$ cat config.mk
export PLATFORM = sky130hd
export DESIGN_NAME = mu0_word_tx
export DESIGN_NICKNAME = d
export VERILOG_FILES = /design/src/rtl/mu0_word_tx.sv
export SDC_FILE = /design/constraint.sdc
export NUM_CORES = 1
export LEC_CHECK = 0
export ABC_AREA = 1
export CAP_MARGIN = 25
export CELL_PAD_IN_SITES_DETAIL_PLACEMENT = 0
export CELL_PAD_IN_SITES_GLOBAL_PLACEMENT = 1
export CORE_MARGIN = 4
export CORE_UTILIZATION = 44
export DETAILED_ROUTE_END_ITERATION = 8
export DONT_BUFFER_PORTS = 1
export PLACE_DENSITY_LB_ADDON = 0.05
export SYNTH_ARGS = -nofsm -noshare
export SYNTH_HDL_FRONTEND = slang
export SYNTH_SLANG_ARGS = --single-unit
$ cat constraint.sdc
create_clock -name i_clk -period 4.05 [get_ports i_clk]
set_input_delay 0.2025 -clock i_clk [delete_from_list [all_inputs] [get_ports i_clk]]
set_output_delay 0.2025 -clock i_clk [all_outputs]
set_load 0.05 [all_outputs]
$ cat src/rtl/mu0_word_tx.sv
// Framed asynchronous serial transmitter for a 16-bit word: start bit, 16 data bits LSB first,
// optional even parity (MU0_WORD_TX_PARITY_EN), stop bit. All outputs registered.
module mu0_word_tx #(
  parameter int unsigned CLKS_PER_BIT = 4
) (
  input  logic        i_clk,
  input  logic        i_rst_n,
  input  logic        i_en,
  input  logic [15:0] i_d,
  output logic        o_txd,
  output logic        o_busy,
  output logic        o_done
);

  typedef enum logic [2:0] {
    StIdle,
    StStart,
    StData,
    StParity,
    StStop
  } state_e;

  localparam logic [7:0] LastCnt    = 8'(CLKS_PER_BIT - 1);
  localparam logic [7:0] PreLastCnt = 8'(CLKS_PER_BIT - 2);

  state_e      r_state;
  logic [15:0] r_shift;
  logic [4:0]  r_bit_cnt;
  logic [7:0]  r_baud_cnt;
  logic        r_txd;
  logic        r_busy;
  logic        r_done;
`ifdef MU0_WORD_TX_PARITY_EN
  logic        r_parity;
`endif

  logic w_baud_last;
  assign w_baud_last = (r_baud_cnt == LastCnt);

  always_ff @(posedge i_clk or negedge i_rst_n) begin
    if (!i_rst_n) begin
      r_state    <= StIdle;
      r_shift    <= 16'h0000;
      r_bit_cnt  <= 5'd0;
      r_baud_cnt <= 8'd0;
      r_txd      <= 1'b1;
      r_busy     <= 1'b0;
      r_done     <= 1'b0;
`ifdef MU0_WORD_TX_PARITY_EN
      r_parity   <= 1'b0;
`endif
    end else begin
      r_done <= 1'b0;
      if (r_state != StIdle) begin
        r_baud_cnt <= w_baud_last ? 8'd0 : r_baud_cnt + 8'd1;
      end
      case (r_state)
        StIdle: begin
          if (i_en) begin
            r_state    <= StStart;
            r_shift    <= i_d;
            r_baud_cnt <= 8'd0;
            r_txd      <= 1'b0;
            r_busy     <= 1'b1;
`ifdef MU0_WORD_TX_PARITY_EN
            r_parity   <= ^i_d;
`endif
          end
        end
        StStart: begin
          if (w_baud_last) begin
            r_state   <= StData;
            r_bit_cnt <= 5'd0;
            r_txd     <= r_shift[0];
          end
        end
        StData: begin
          if (w_baud_last) begin
            r_shift <= {1'b0, r_shift[15:1]};
            if (r_bit_cnt == 5'd15) begin
`ifdef MU0_WORD_TX_PARITY_EN
              r_state <= StParity;
              r_txd   <= r_parity;
`else
              r_state <= StStop;
              r_txd   <= 1'b1;
`endif
            end else begin
              r_bit_cnt <= r_bit_cnt + 5'd1;
              r_txd     <= r_shift[1];
            end
          end
        end
`ifdef MU0_WORD_TX_PARITY_EN
        StParity: begin
          if (w_baud_last) begin
            r_state <= StStop;
            r_txd   <= 1'b1;
          end
        end
`endif
        StStop: begin
          // Raise Done one edge early so the registered pulse lands on the final stop cycle.
          if (r_baud_cnt == PreLastCnt) r_done <= 1'b1;
          if (w_baud_last) begin
            r_state <= StIdle;
            r_txd   <= 1'b1;
            r_busy  <= 1'b0;
          end
        end
        default: begin
          r_state <= StIdle;
          r_txd   <= 1'b1;
          r_busy  <= 1'b0;
        end
      endcase
    end
  end

  assign o_txd  = r_txd;
  assign o_busy = r_busy;
  assign o_done = r_done;

endmodule
Yosys cells after proc, flatten, opt, wreduce, memory -nomap -nowiden

Index checks and enable logic that the tools add are counted.

Bits in registers: 35
Bits in latches: 0
Bits in writable memories: 0
Memory bits (read-only): 0
Input bits: 19
Logic and storage cells: 60
Memories: 0

Add/sub/neg operators: 2
Multiply operators: 0
Div/mod/pow operators: 0
$lt $le $gt $ge: 0
Eq/ne operators: 12
Shifts and indexed selects: 0
Muxes and demuxes: 28
Bitwise gates (word level): 1
Reductions and logical operators: 10

Operators by type and width:

| kind                                                            | number |
|---|---|
| 16-bit two-way mux                                              | 2 |
| 8-bit two-way mux                                               | 4 |
| 16-bit case mux with 2 select lines                             | 1 |
| 8-bit by 2-bit == test with 1-bit output, second input constant | 2 |
| 3-bit two-way mux                                               | 5 |
| 5-bit two-way mux                                               | 3 |
| 2-bit != test, second input constant                            | 6 |
| 3-bit case mux with 4 select lines                              | 1 |
| 5-bit case mux with 2 select lines                              | 1 |
| 1-bit two-way mux                                               | 9 |
| 8-bit by 1-bit adder with 8-bit output, second input constant   | 1 |
| 4-bit AND reduction                                             | 2 |
| 3-bit AND reduction                                             | 2 |
| 5-bit by 1-bit adder with 5-bit output, second input constant   | 1 |
| 5-bit by 4-bit == test with 1-bit output, second input constant | 1 |
| 5-bit AND reduction                                             | 1 |
| 1-bit case mux with 4 select lines                              | 1 |
| 2-bit nonzero test                                              | 2 |
| 3-bit by 1-bit == test with 1-bit output, second input constant | 1 |
| 3-bit by 2-bit == test with 1-bit output, second input constant | 1 |
| 3-bit == test, second input constant                            | 1 |
| 3-bit zero test                                                 | 1 |
| 1-bit case mux with 3 select lines                              | 1 |
| 3-bit nonzero test                                              | 1 |
| other kinds (2)                                                 | 2 |

Depth between registers and ports, before layout

Word-level depth: 5
Depth in mapped cells: 10
Gate-level depth less buffers: 10

Worst setup path after synthesis

No wires, ideal clock.

Path type: reg-to-reg
From: register r_bit_cnt[0]
To: register r_bit_cnt[0]
Library setup time: 0.079 ns
Data arrival time: 1.452 ns
Required time: 3.971 ns
Path slack: 2.518 ns
Cell stages (with the launch flop): 11
Cell sequence: dfrtp_1 -> ha_1 -> nand2_1 -> nor2_1 -> ha_1 -> nand3b_1 -> nand2_1 -> nand2_1 -> inv_2 -> nand2_1 -> mux2i_1

Cells in the longest elaborated chain, start to end: 4
Elaborated cells on any way between the ends: 7
Classes of those cells: add/sub: 1; eq/ne: 2; mux: 3; reduce/logical: 1

Ends and longest elaborated chain:

| item                                   | RTL line | RTL |
|---|---|---|
| start, declared                        | 28       | `logic [4:0] r_bit_cnt;` |
| start signal, assigned                 | 89       | `r_bit_cnt <= r_bit_cnt + 5'd1;` |
| 5-bit by 1-bit adder with 5-bit output | 89       |  |
| 5-bit two-way mux                      | 80       | `if (r_bit_cnt == 5'd15) begin` |
| 5-bit two-way mux                      | 78       | `if (w_baud_last) begin` |
| 5-bit case mux with 2 select lines     | 57       | `case (r_state)` |

Several ways; a longest one is shown, not always the timed one. The select of a mux whose other input is x is not followed.
A chain may end at the register's enable or synchronous reset.

Final worst setup path

Same ends and word-level chain as after synthesis.

==> metrics.cfg <==
[status]
status = complete, no violations

[timing]
min_period_ps = 1720
clock_skew_ps = 5.82
finalSetupViolations = 0
tightest_slew_ps = 476
finalMaxSlewViolations = 0
grt_setup_unrepaired = false
fin_crit_sh_pct = 42.4
setup_tns_ps = 0
relSlewSlack_pct = 68.3
hold_viol = 0
holdWs_ps = 66.6
fmax_ghz = 0.583

[min_path]
min_from = i_en
holdPathStages = 2
min_to = o_busy$_DFFE_PN0P_
hp-class = input port to register

[drt]
num_vias = 1322
drc = 0
vias_per_cell = 5.18
drt_iter0_drc = 64
routed_wirelength_um = 3470
dr.pass1.iters = 4
ant_nets = 0
wl_per_cell_um = 13.6

[power_and_ir_drop]
p_per_area_nw_per_um2 = 771
worst_ir_drop_vdd_v = 0.000339
leakagePower_nw = 0.958

[clocking]
clkSinkCount = 35
cts.clk_slew.worst_paths_ps = 70
cts_buffer_depth = 2
cts_tree = built
cts.repair.resized = 0
worstSkewPairLatency_ps = 280
root_buffer = clkbuf_8
cts_max_level = 2
numCtsBuffers = 5

[critical_path]
path_class = register to register
critPathMaxFanout = 6
rr_endpoint = r_bit_cnt[0]$_DFFE_PN0P_
r2r-start = r_bit_cnt[0]$_DFFE_PN0P_
cp_cell_sequence = ha_1 -> nand2_1 -> nor2_1 -> ha_1 -> nand3b_1 -> nand2_1 -> nand2_1 -> inv_2 -> nand2_1 -> mux2i_1
path_delay_family = simple AND/OR/NAND/NOR gates
reg2reg_depth = 10
max_stage_delay_ps = 410
cp-end-kind = register
critPathArrivalTime_ps = 1910
path_common_cell = nand2_1
critPathRequiredTime_ps = 4250
cp-start-kind = register
cp_num_buf_inv = 1
cp_slowest_cell = dfrtp_1
rrSetupSlack_ps = 2330

[global_route]
antenna_found_initial = 0
grtUsageMet1_pct = 18.9
grtUsageTotal_pct = 14.9
grt_pass1_wl_um = 6040
grt_overflow_total = 0
met3_usage_pct = 5.23
met2_usage_pct = 23.2
grt_pass1_vias = 1326
top_usage_layer = met2
grt_max_degree = 36

[floorplanning]
die_width_um = 72.7
die-height_um = 72.7
rows = 23
num_io_pins = 22
start_util_pct = 45.8
dieArea_sq_um = 5290
coreArea_sq_um = 4030

[placed_design]
dp_hpwl_um = 2440
routabilityCongestion = 0.772
io_buffers = 0

[finish]
fillers = 394
drive_gt1_share_pct = 15.1
nNetsFinal = 227
diodes = 0
area_growth_pct = 8.01

[synthesis]
synthTopCellsByArea = dfrtp_1 (46%), nand2_1 (9.4%), mux2i_1 (8.7%)
synth_edf_count = 0
yosysMostFrequentCell = nand2_1
synth_nets = 222
synth.ff_latch_count = 35
synthFlopType = dfrtp_1
async_flop_share_pct = 100
ys_seq_area_share_pct = 47.6
syn_inst = 199
yosys.cell_types.count = 27
synth_area_sq_um = 1840
synth_top_area_share_pct = 46.1
avgSynthCellArea_sq_um = 9.27
yosys-top-cells-count = nand2_1 (46), dfrtp_1 (34), mux2i_1 (16)
yosysWarnings = 0
synth_area_leader_cell = dfrtp_1

[job]
drv_cap = 0

## layer usage
| metal | share of wire (%) | vias up | wire (um) |
|---|---|---|---|
| met5 | 0 | - | 0 |
| met4 | 1.8 | 0 | 63 |
| met3 | 5.4 | 7 | 187 |
| met2 | 47 | 31 | 1630 |
| met1 | 46 | 610 | 1590 |
| li1 | - | 674 | - |
## worst max-delay path by stage
stage                                        start                  endpoint  slack (ps)  cells past startpoint
after global placement    r_bit_cnt[0]$_DFFE_PN0P_  r_bit_cnt[4]$_DFFE_PN0P_        2430                     10
after detailed placement  r_bit_cnt[0]$_DFFE_PN0P_  r_bit_cnt[0]$_DFFE_PN0P_        2350                     10
after CTS                 r_bit_cnt[0]$_DFFE_PN0P_  r_bit_cnt[0]$_DFFE_PN0P_        2330                     10
after floorplan           r_bit_cnt[0]$_DFFE_PN0P_  r_bit_cnt[0]$_DFFE_PN0P_        2520                     10
after global routing      r_bit_cnt[0]$_DFFE_PN0P_  r_bit_cnt[0]$_DFFE_PN0P_        2130                     10
final                     r_bit_cnt[0]$_DFFE_PN0P_  r_bit_cnt[0]$_DFFE_PN0P_        2330                     10
## stage by stage
stage | worst slack [ps] | cells | cell area (sq um) | utilization [%] | total power [mW]
2_1_floorplan | 2520 | 199 | 1840 | - | 1.20
3_3_place_gp | 2430 | 245 | 1860 | 46.2 | 1.25
3_5_place_dp | 2350 | 245 | 1860 | 46.2 | 1.27
4_1_cts | 2330 | 255 | 1990 | 49.4 | 1.56
5_1_grt | 2130 | 255 | 1990 | 49.4 | 1.68
6_report | 2330 | 255 | 1990 | 49.4 | 1.53
## cell families after synthesis
kind of cell | Yosys count | synth area share, %
and+or+nand+nor | 85 | 22.0
AOI/OAI and AO/OA | 36 | 11.9
DFF | 35 | 47.6
buffers and inverters | 20 | 5.70
muxes | 16 | 8.68
adders and majority gates | 4 | 2.71
xor gates and xnor gates | 3 | 1.42
## cell usage in the layout, fill, tap and decap left out
| master | n |
|---|---|
| a21oi_1 | 3 |
| or2_2 | 1 |
| o21bai_1 | 1 |
| dlygate4sd3_1 | 1 |
| nand2_2 | 1 |
| o21ai_1 | 7 |
| nand3_4 | 1 |
| o21ai_0 | 13 |
| mux2i_1 | 16 |
| xor2_1 | 2 |
| nand3b_1 | 1 |
| nand2_4 | 3 |
| clkbuf_8 | 7 |
| nand3_1 | 12 |
| xnor2_1 | 1 |
| dfrtp_1 | 34 |
| o21ai_2 | 9 |
| nand2_1 | 46 |
| nand4_1 | 2 |
| clkbuf_1 | 1 |
| inv_1 | 13 |
| nor3_1 | 1 |
| buf_12 | 1 |
| o22ai_1 | 3 |
| dfstp_2 | 1 |
| inv_2 | 3 |
| nor2_4 | 2 |
| ha_1 | 4 |
| nor2_1 | 13 |
| nor2_2 | 2 |
## where the power goes
part | internal, mW | leakage [nW] | switching (mW) | total [mW]
registers | 0.484 | 0.451 | 0.128 | 0.612
logic | 0.247 | 0.455 | 0.403 | 0.650
clock network | 0.155 | 0.0515 | 0.117 | 0.272
total | 0.886 | 0.958 | 0.649 | 1.53
## repair_timing
item                                   4_1_cts  5_1_grt
endpoints found under the hold margin       35        0
buffers inserted                             0        0
hold buffers                                 2        0
## flip-flops by register name, indices dropped and copies added, names as in the netlist
name	flops
o_busy	1
r_state	3
o_done	1
r_bit_cnt	5
r_baud_cnt	8
r_shift	16
o_txd	1
## area by class of cell
| cell class | instances | area (sq um) | area share (%) |
|---|---|---|---|
| multi-input cells | 144 | 862 | 43.3 |
| repair buffers | 2 | 30.0 | 1.51 |
| clock buffers | 8 | 100 | 5.03 |
| flip-flops and latches | 35 | 877 | 44.0 |
| inverters | 16 | 60.1 | 3.02 |
| well taps | 50 | 62.6 | 3.14 |
Note: power is estimated with default switching activity, not from simulation.
